**src/rtl/brv32p_muldiv_seq.sv**
```systemverilog
// rtl/brv32p_muldiv_seq.sv - M-extension sequencer: registered 33x33 multiply, iterative restoring divide
// RISC-V divide corner cases resolve at start; a same-operand DIV/REM pair reuses the stored q/r.
module brv32p_muldiv_seq #(
  parameter int DIV_UNROLL = 1,
  parameter bit FUSE_EN    = 1'b1
) (
  input  logic        clk,
  input  logic        rst,
  input  logic        start,
  input  logic [2:0]  op,
  input  logic [31:0] a,
  input  logic [31:0] b,
  input  logic        kill,
  output logic        busy,
  output logic        done,
  output logic [31:0] result
);
  localparam int ITER = 32 / DIV_UNROLL;
  localparam int CW   = $clog2(ITER) + 1;
  localparam logic [CW-1:0] CNT_LIMIT = CW'(ITER);
  localparam logic [2:0] OP_MUL    = 3'd0;
  localparam logic [2:0] OP_MULH   = 3'd1;
  localparam logic [2:0] OP_MULHSU = 3'd2;

  typedef enum logic [2:0] {S_IDLE, S_MUL, S_DIV, S_FIX, S_DONE} state_e;

  state_e        state_q, state_d;
  logic [2:0]    op_q, op_d;
  logic [31:0]   a_q, a_d, b_q, b_d;
  logic [31:0]   quo_q, quo_d, rem_q, rem_d, dvs_q, dvs_d;
  logic [31:0]   pend_q, pend_d, result_q, result_d;
  logic [CW-1:0] cnt_q, cnt_d;
  logic          qneg_q, qneg_d, rneg_q, rneg_d;
  logic          tag_vld_q, tag_vld_d, tag_sgn_q, tag_sgn_d;
  logic [31:0]   tag_a_q, tag_a_d, tag_b_q, tag_b_d;
  logic [31:0]   tag_quo_q, tag_quo_d, tag_rem_q, tag_rem_d;

  logic               accept, in_sgn, in_rem, fuse_hit;
  logic signed [32:0] mul_a, mul_b;
  logic signed [63:0] prod;
  logic [31:0]        div_r, div_q, fix_q, fix_r;
  logic [32:0]        div_sh, div_diff;

  assign busy   = (state_q == S_MUL) || (state_q == S_DIV) || (state_q == S_FIX);
  assign done   = (state_q == S_DONE) && !kill;
  // pend holds the new value during the DONE cycle; result_q keeps the last delivered one
  assign result = done ? pend_q : result_q;

  assign accept   = start && !kill && ((state_q == S_IDLE) || (state_q == S_DONE));
  assign in_sgn   = !op[0];
  assign in_rem   = op[1];
  assign fuse_hit = FUSE_EN && tag_vld_q && (tag_sgn_q == in_sgn) &&
                    (a == tag_a_q) && (b == tag_b_q);

  always_comb begin
    state_d   = state_q;
    op_d      = op_q;
    a_d       = a_q;
    b_d       = b_q;
    quo_d     = quo_q;
    rem_d     = rem_q;
    dvs_d     = dvs_q;
    pend_d    = pend_q;
    result_d  = result_q;
    cnt_d     = cnt_q;
    qneg_d    = qneg_q;
    rneg_d    = rneg_q;
    tag_vld_d = tag_vld_q;
    tag_sgn_d = tag_sgn_q;
    tag_a_d   = tag_a_q;
    tag_b_d   = tag_b_q;
    tag_quo_d = tag_quo_q;
    tag_rem_d = tag_rem_q;

    mul_a    = {((op_q == OP_MULH) || (op_q == OP_MULHSU)) && a_q[31], a_q};
    mul_b    = {(op_q == OP_MULH) && b_q[31], b_q};
    prod     = mul_a * mul_b;
    fix_q    = qneg_q ? -quo_q : quo_q;
    fix_r    = rneg_q ? -rem_q : rem_q;
    div_r    = rem_q;
    div_q    = quo_q;
    div_sh   = '0;
    div_diff = '0;
    for (int i = 0; i < DIV_UNROLL; i++) begin
      div_sh   = {div_r, div_q[31]};
      div_diff = div_sh - {1'b0, dvs_q};
      div_q    = {div_q[30:0], !div_diff[32]};
      div_r    = div_diff[32] ? div_sh[31:0] : div_diff[31:0];
    end

    if (done) result_d = pend_q;

    case (state_q)
      S_IDLE, S_DONE: begin
        state_d = S_IDLE;
        if (accept) begin
          op_d = op;
          a_d  = a;
          b_d  = b;
          if (!op[2]) begin
            state_d = S_MUL;
          end else if (b == 32'd0) begin
            pend_d  = in_rem ? a : 32'hFFFF_FFFF;
            state_d = S_DONE;
          end else if (in_sgn && (a == 32'h8000_0000) && (b == 32'hFFFF_FFFF)) begin
            pend_d  = in_rem ? 32'd0 : 32'h8000_0000;
            state_d = S_DONE;
          end else if (fuse_hit) begin
            pend_d  = in_rem ? tag_rem_q : tag_quo_q;
            state_d = S_DONE;
          end else begin
            quo_d   = (in_sgn && a[31]) ? -a : a;
            dvs_d   = (in_sgn && b[31]) ? -b : b;
            rem_d   = '0;
            cnt_d   = '0;
            qneg_d  = in_sgn && (a[31] ^ b[31]);
            rneg_d  = in_sgn && a[31];
            state_d = S_DIV;
          end
        end
      end
      S_MUL: begin
        pend_d  = (op_q == OP_MUL) ? prod[31:0] : prod[63:32];
        state_d = S_DONE;
      end
      S_DIV: begin
        quo_d = div_q;
        rem_d = div_r;
        cnt_d = cnt_q + 1'b1;
        if (cnt_d == CNT_LIMIT) state_d = S_FIX;
      end
      S_FIX: begin
        pend_d    = op_q[1] ? fix_r : fix_q;
        tag_vld_d = 1'b1;
        tag_sgn_d = !op_q[0];
        tag_a_d   = a_q;
        tag_b_d   = b_q;
        tag_quo_d = fix_q;
        tag_rem_d = fix_r;
        state_d   = S_DONE;
      end
      default: state_d = S_IDLE;
    endcase

    if (kill) begin
      state_d   = S_IDLE;
      tag_vld_d = 1'b0;
    end
  end

  always_ff @(posedge clk or posedge rst) begin
    if (rst) begin
      state_q   <= S_IDLE;
      op_q      <= '0;
      a_q       <= '0;
      b_q       <= '0;
      quo_q     <= '0;
      rem_q     <= '0;
      dvs_q     <= '0;
      pend_q    <= '0;
      result_q  <= '0;
      cnt_q     <= '0;
      qneg_q    <= 1'b0;
      rneg_q    <= 1'b0;
      tag_vld_q <= 1'b0;
      tag_sgn_q <= 1'b0;
      tag_a_q   <= '0;
      tag_b_q   <= '0;
      tag_quo_q <= '0;
      tag_rem_q <= '0;
    end else begin
      state_q   <= state_d;
      op_q      <= op_d;
      a_q       <= a_d;
      b_q       <= b_d;
      quo_q     <= quo_d;
      rem_q     <= rem_d;
      dvs_q     <= dvs_d;
      pend_q    <= pend_d;
      result_q  <= result_d;
      cnt_q     <= cnt_d;
      qneg_q    <= qneg_d;
      rneg_q    <= rneg_d;
      tag_vld_q <= tag_vld_d;
      tag_sgn_q <= tag_sgn_d;
      tag_a_q   <= tag_a_d;
      tag_b_q   <= tag_b_d;
      tag_quo_q <= tag_quo_d;
      tag_rem_q <= tag_rem_d;
    end
  end

endmodule
```
**config.mk**
```make
export PLATFORM = sky130hd
export DESIGN_NAME = brv32p_muldiv_seq
export DESIGN_NICKNAME = d
export VERILOG_FILES = /design/src/rtl/brv32p_muldiv_seq.sv
export SDC_FILE = /design/constraint.sdc
export NUM_CORES = 2
export LEC_CHECK = 0
export CAP_MARGIN = 20
export CORE_MARGIN = 3
export CORE_UTILIZATION = 53
export DETAILED_ROUTE_END_ITERATION = 6
export GPL_ROUTABILITY_DRIVEN = 0
export MAX_ROUTING_LAYER = met4
export PLACE_DENSITY_LB_ADDON = 0.08
export SYNTH_ARGS = -nofsm -noshare
export SYNTH_HDL_FRONTEND = slang
export SYNTH_SLANG_ARGS = --single-unit
```
**constraint.sdc**
```tcl
create_clock -name clk -period 29.8 [get_ports clk]
set_clock_uncertainty 0.1 [all_clocks]
set_input_delay 5.96 -clock clk [delete_from_list [all_inputs] [get_ports clk]]
set_output_delay 5.96 -clock clk [all_outputs]
set_load 0.05 [all_outputs]
```
# Word-level counts from Yosys, hierarchy flattened
# Index checks and enable logic that the tools add are counted.
# Widths: inputs -> output; s select.
dict set report totals {
  in_bits 71
  reg_bits 368
  elab_cells 126
  output_inout_bits 34
}
dict set report op_classes {
  n_mul 1
  muxes 45
  addsub 6
  n_bitwise 4
  n_reduce_logical 33
  n_eq_ne 19
}
# cell n
set op_table {}
lappend op_table {{$mux 32} 26}
lappend op_table {{$neg 32->32} 4}
lappend op_table {{$pmux 32 s2} 2}
lappend op_table {{$pmux 32 s3} 1}
lappend op_table {{$eq 32x32->1} 2}
lappend op_table {{$eq 32x32->1 const B} 2}
lappend op_table {{$mul 33x33->64} 1}
lappend op_table {{$sub 33x32->33} 1}
lappend op_table {{$logic_not 32->1} 1}
lappend op_table {{$mux 6} 5}
lappend op_table {{$mux 3} 7}
lappend op_table {{$logic_and 1x1->1} 13}
lappend op_table {{$pmux 6 s2} 1}
lappend op_table {{$reduce_and 6->1} 2}
lappend op_table {{$ne 2x2->1 const B} 5}
lappend op_table {{$eq 3x2->1 const B} 3}
lappend op_table {{$pmux 3 s3} 1}
lappend op_table {{$add 6x1->6 const B} 1}
lappend op_table {{$eq 3x1->1 const B} 2}
lappend op_table {{$eq 6x6->1 const B} 1}
lappend op_table {{$logic_not 3->1} 2}
lappend op_table {{$logic_not 1->1} 4}
lappend op_table {{$logic_or 1x1->1} 4}
lappend op_table {{$ne 4x4->1 const B} 1}
lappend op_table {{11 further kinds} 16}

# Depth between registers and ports, before layout
dict set report logic_depth {
  ltp_word 12
  mapped_depth 33
  mapped_depth_nobuf 30
}

# Least setup slack after synthesis
# No wires, ideal clock.
dict set report synth_timing {
  path_kind {input-to-output}
  startpoint {input kill}
  endpoint {output result[22]}
  slack_ns 16.056
  arrival_ns 7.684
  cell_stages 5
  cell_sequence {nor3_1 -> and2_1 -> clkbuf_1 -> clkbuf_1 -> mux2_2}
}
dict set report synth_between {
  elab_chain_cells 3
}
# element line
set synth_rtl {}
lappend synth_rtl {{start, declared} 13} ;# input logic kill,
lappend synth_rtl {{$logic_not 1->1} 45} ;# assign done = (state_q == S_DONE) && !kill;
lappend synth_rtl {{$logic_and 1x1->1} 45}
lappend synth_rtl {{named net done} 15} ;# output logic done,
lappend synth_rtl {{$mux 32} n/a}
lappend synth_rtl {{end, declared} 16} ;# output logic [31:0] result
# The timed path passes the listed nets, and every way through them passes these cells.

# Worst setup path in the final report
dict set report layout_timing {
  startpoint {input kill}
  endpoint {output result[3]}
}
dict set report layout_between {
  elab_chain_cells 3
}
# element line
set layout_rtl {}
lappend layout_rtl {{$logic_not 1->1} 45}
lappend layout_rtl {{$logic_and 1x1->1} 45}
lappend layout_rtl {{$mux 32} n/a}
# No other way between the ends.

==> flow_summary.json <==
{
  "cts_made_buffers": 39,
  "post_synth.cell_area_avg_um2": 9.04,
  "num_vias": 45400,
  "cp_data_arrival_time_ps": 8580,
  "post-route-cell-area_um2": 62500,
  "rows": 121,
  "routedWlPerCell_um": 24.0,
  "mappedNetlistArea_um2": 59100,
  "setup_viol": 0,
  "run_status": "finished clean",
  "setup-tns-final_ps": 0,
  "synth_flop_cell": "sky130_fd_sc_hd__dfrtp_1",
  "clock_sinks": 368,
  "nNetsFinal": 7812,
  "drcViolationCount": 0,
  "starting_density_of_the_core_pct": 53.8,
  "startpoint": "kill",
  "fin_ws_ps": 15160,
  "cts_tree": "built",
  "post_route_cells_drive_above_1_share_pct": 5.91,
  "type_of_destination_of_the_critical_path": "output port",
  "port-buffer-count": 104,
  "post_cts_buffers": 0,
  "post_synth_num_cell_types": 98,
  "grt_pass1_wl_um": 291000,
  "io_pins": 105,
  "pin_count_of_the_biggest_net_entering_global_routing": 90,
  "detail_route.vias_per_cell": 5.77,
  "area_growth_pct": 5.80,
  "timing.final.crit_share_pct": 49.1,
  "grt_pass1_vias": 47100,
  "worst_r2r_startpoint": "op_q[1]$_DFFE_PP0P_",
  "ys_ff_latch": 368,
  "relSlewSlack_pct": 26.0,
  "endpoint": "result[3]",
  "drv_cap": 0,
  "syn_nets": 7981,
  "fmax_mhz": 68.3,
  "worst_pin_slew_ps": 1110,
  "grt.total_usage_pct": 34.2,
  "insertion_delay_ps": 570,
  "final_max_slew_viol_count": 0,
  "detailedRoute.firstIterationViolations": 4084,
  "root_driver": "sky130_fd_sc_hd__clkbuf_16",
  "critPathRequiredTime_ps": 23740,
  "rsz0062_at_grt": "false",
  "clock_path_buffers": 3,
  "syn_inst": 6534,
  "cts.clk_slew.worst_paths_ps": 60,
  "antenna_violating_nets_post_route": 0,
  "hpwlAfterDp_um": 141000,
  "synth_sequential_area_ratio_pct": 15.6,
  "synth_area_leader_cell": "sky130_fd_sc_hd__fa_1",
  "drt_pre_antenna_iters": 6,
  "grt_antenna_before_repair": 6,
  "layout_min_cycle_time_ps": 14640,
  "worstReg2RegEnd": "pend_q[25]$_DFFE_PP0P_",
  "synth-warning-count": 0,
  "htreeDepth": 2,
  "postSynth.asyncResetShare_pct": 100,
  "die_width_um": 340,
  "register_to_register_setup_slack_ps": 19360,
  "critPathKind": "primary input to output port",
  "preCtsSetupSlack_ps": 15200,
  "crit_fanout": 33,
  "timing.reg2reg.worst_path_depth": 28,
  "post_cts.resized_instances": 0,
  "placed_cell_area_um2": 61200,
  "die_h_um": 340,
  "synth_enable_flop_cells": 0,
  "drt_wl_total_um": 189000,
  "synth_area_leaders": "sky130_fd_sc_hd__fa_1 38%, sky130_fd_sc_hd__dfrtp_1 16%, sky130_fd_sc_hd__inv_1 7.9%",
  "grt_remaining_overflow": 0,
  "most_instantiated_library_cell_after_synthesis": "sky130_fd_sc_hd__inv_1",
  "yosysTopAreaCellShare_pct": 38.2,
  "fp.dieArea_um2": 115000,
  "synth.top_cells.by_count": "1246 x sky130_fd_sc_hd__inv_1, 1231 x sky130_fd_sc_hd__nand2_1, 1126 x sky130_fd_sc_hd__fa_1, 377 x sky130_fd_sc_hd__clkbuf_1, 368 x sky130_fd_sc_hd__dfrtp_1",
  "floorplan.core_area_um2": 110000,
  "hold_viol_final": 0,
  "hp-class": "flip-flop to flip-flop",
  "cts.hold.buffers_added": 0,
  "type_of_origin_of_the_critical_path": "primary input"
}
area by class of cell:
cell class | instances | area, um^2
Clock buffer | 52 | 1110
Antenna cell | 5 | 12.5
Inverter | 1248 | 4690
Tap cell | 1476 | 1850
Sequential cell | 368 | 9220
Clock inverter | 17 | 221
Fill cell | 10100 | 47300
Multi-Input combinational cell | 4500 | 43600
Timing Repair Buffer | 208 | 1820
metal layers:
layer / routed length [um] / GRT usage (%)
met1: 79900 / 47.3
met2: 85000 / 52.1
met3: 17300 / 6.59
met4: 6360 / 9.25
met5: 0 / -
cell families after synthesis:
group | share of synthesized area [%]
AND/OR/NAND/NOR | 15.2
buffers and inverters | 10.7
adder cells (fa/ha/maj) | 43.5
AO/OA/AOI/OAI | 7.88
flip-flops | 15.6
XOR/XNOR | 3.91
multiplexers | 3.31
through the flow:
| step | hold WS, ps | std cells | util, % |
|---|---|---|---|
| final | 366 | 7874 | 56.9 |
| after global routing | 402 | 7872 | 56.9 |
| after CTS | 370 | 7869 | 56.9 |
| after detailed placement | 356 | 7800 | 55.7 |
| after global placement | 345 | 7800 | 55.7 |
| after floorplan | 342 | 6534 | - |
critical path, cell delays in order:
cell and delay [ps]:
sky130_fd_sc_hd__clkdlybuf4s50_1 580, sky130_fd_sc_hd__nor3_1 320, sky130_fd_sc_hd__and2_1 180, sky130_fd_sc_hd__buf_4 370
sky130_fd_sc_hd__mux2_2 400, sky130_fd_sc_hd__clkdlybuf4s50_1 730
worst min-delay path by stage:
stage	from	end	slack, ps	cells past startpoint
2_1_floorplan	tag_rem_q[31]$_DFFE_PP0P_	tag_rem_q[31]$_DFFE_PP0P_	340	2
3_3_place_gp	b_q[6]$_DFFE_PP0P_	tag_b_q[6]$_DFFE_PP0P_	350	2
3_5_place_dp	b_q[6]$_DFFE_PP0P_	tag_b_q[6]$_DFFE_PP0P_	360	2
4_1_cts	b_q[6]$_DFFE_PP0P_	tag_b_q[6]$_DFFE_PP0P_	370	2
5_1_grt	tag_quo_q[6]$_DFFE_PP0P_	tag_quo_q[6]$_DFFE_PP0P_	400	2
6_report	b_q[6]$_DFFE_PP0P_	tag_b_q[6]$_DFFE_PP0P_	370	2
cells in the final DEF, fill, tap and decap left out, types with 115 or more instances in the layout:
master                    instances
sky130_fd_sc_hd__inv_1         1245
sky130_fd_sc_hd__nand2_1       1230
sky130_fd_sc_hd__fa_1          1126
sky130_fd_sc_hd__dfrtp_1        362
sky130_fd_sc_hd__and2_1         319
sky130_fd_sc_hd__o21ai_0        252
sky130_fd_sc_hd__ha_1           250
sky130_fd_sc_hd__xor2_1         149
sky130_fd_sc_hd__nor2_1         145
sky130_fd_sc_hd__mux2_2         116
sky130_fd_sc_hd__xnor2_1        115
sequential cells by signal, indices dropped and copies added, names as in the netlist:
register   cells
b_q           32
result_q      32
quo_q         32
rneg_q         1
rem_q         32
a_q           32
tag_sgn_q      1
tag_b_q       32
state_q        3
dvs_q         32
cnt_q          6
pend_q        32
qneg_q         1
tag_rem_q     32
tag_a_q       32
op_q           3
tag_vld_q      1
tag_quo_q     32
Power is not shown: default switching activity piles up to over one toggle a cycle in this logic, so the estimate is an artifact.
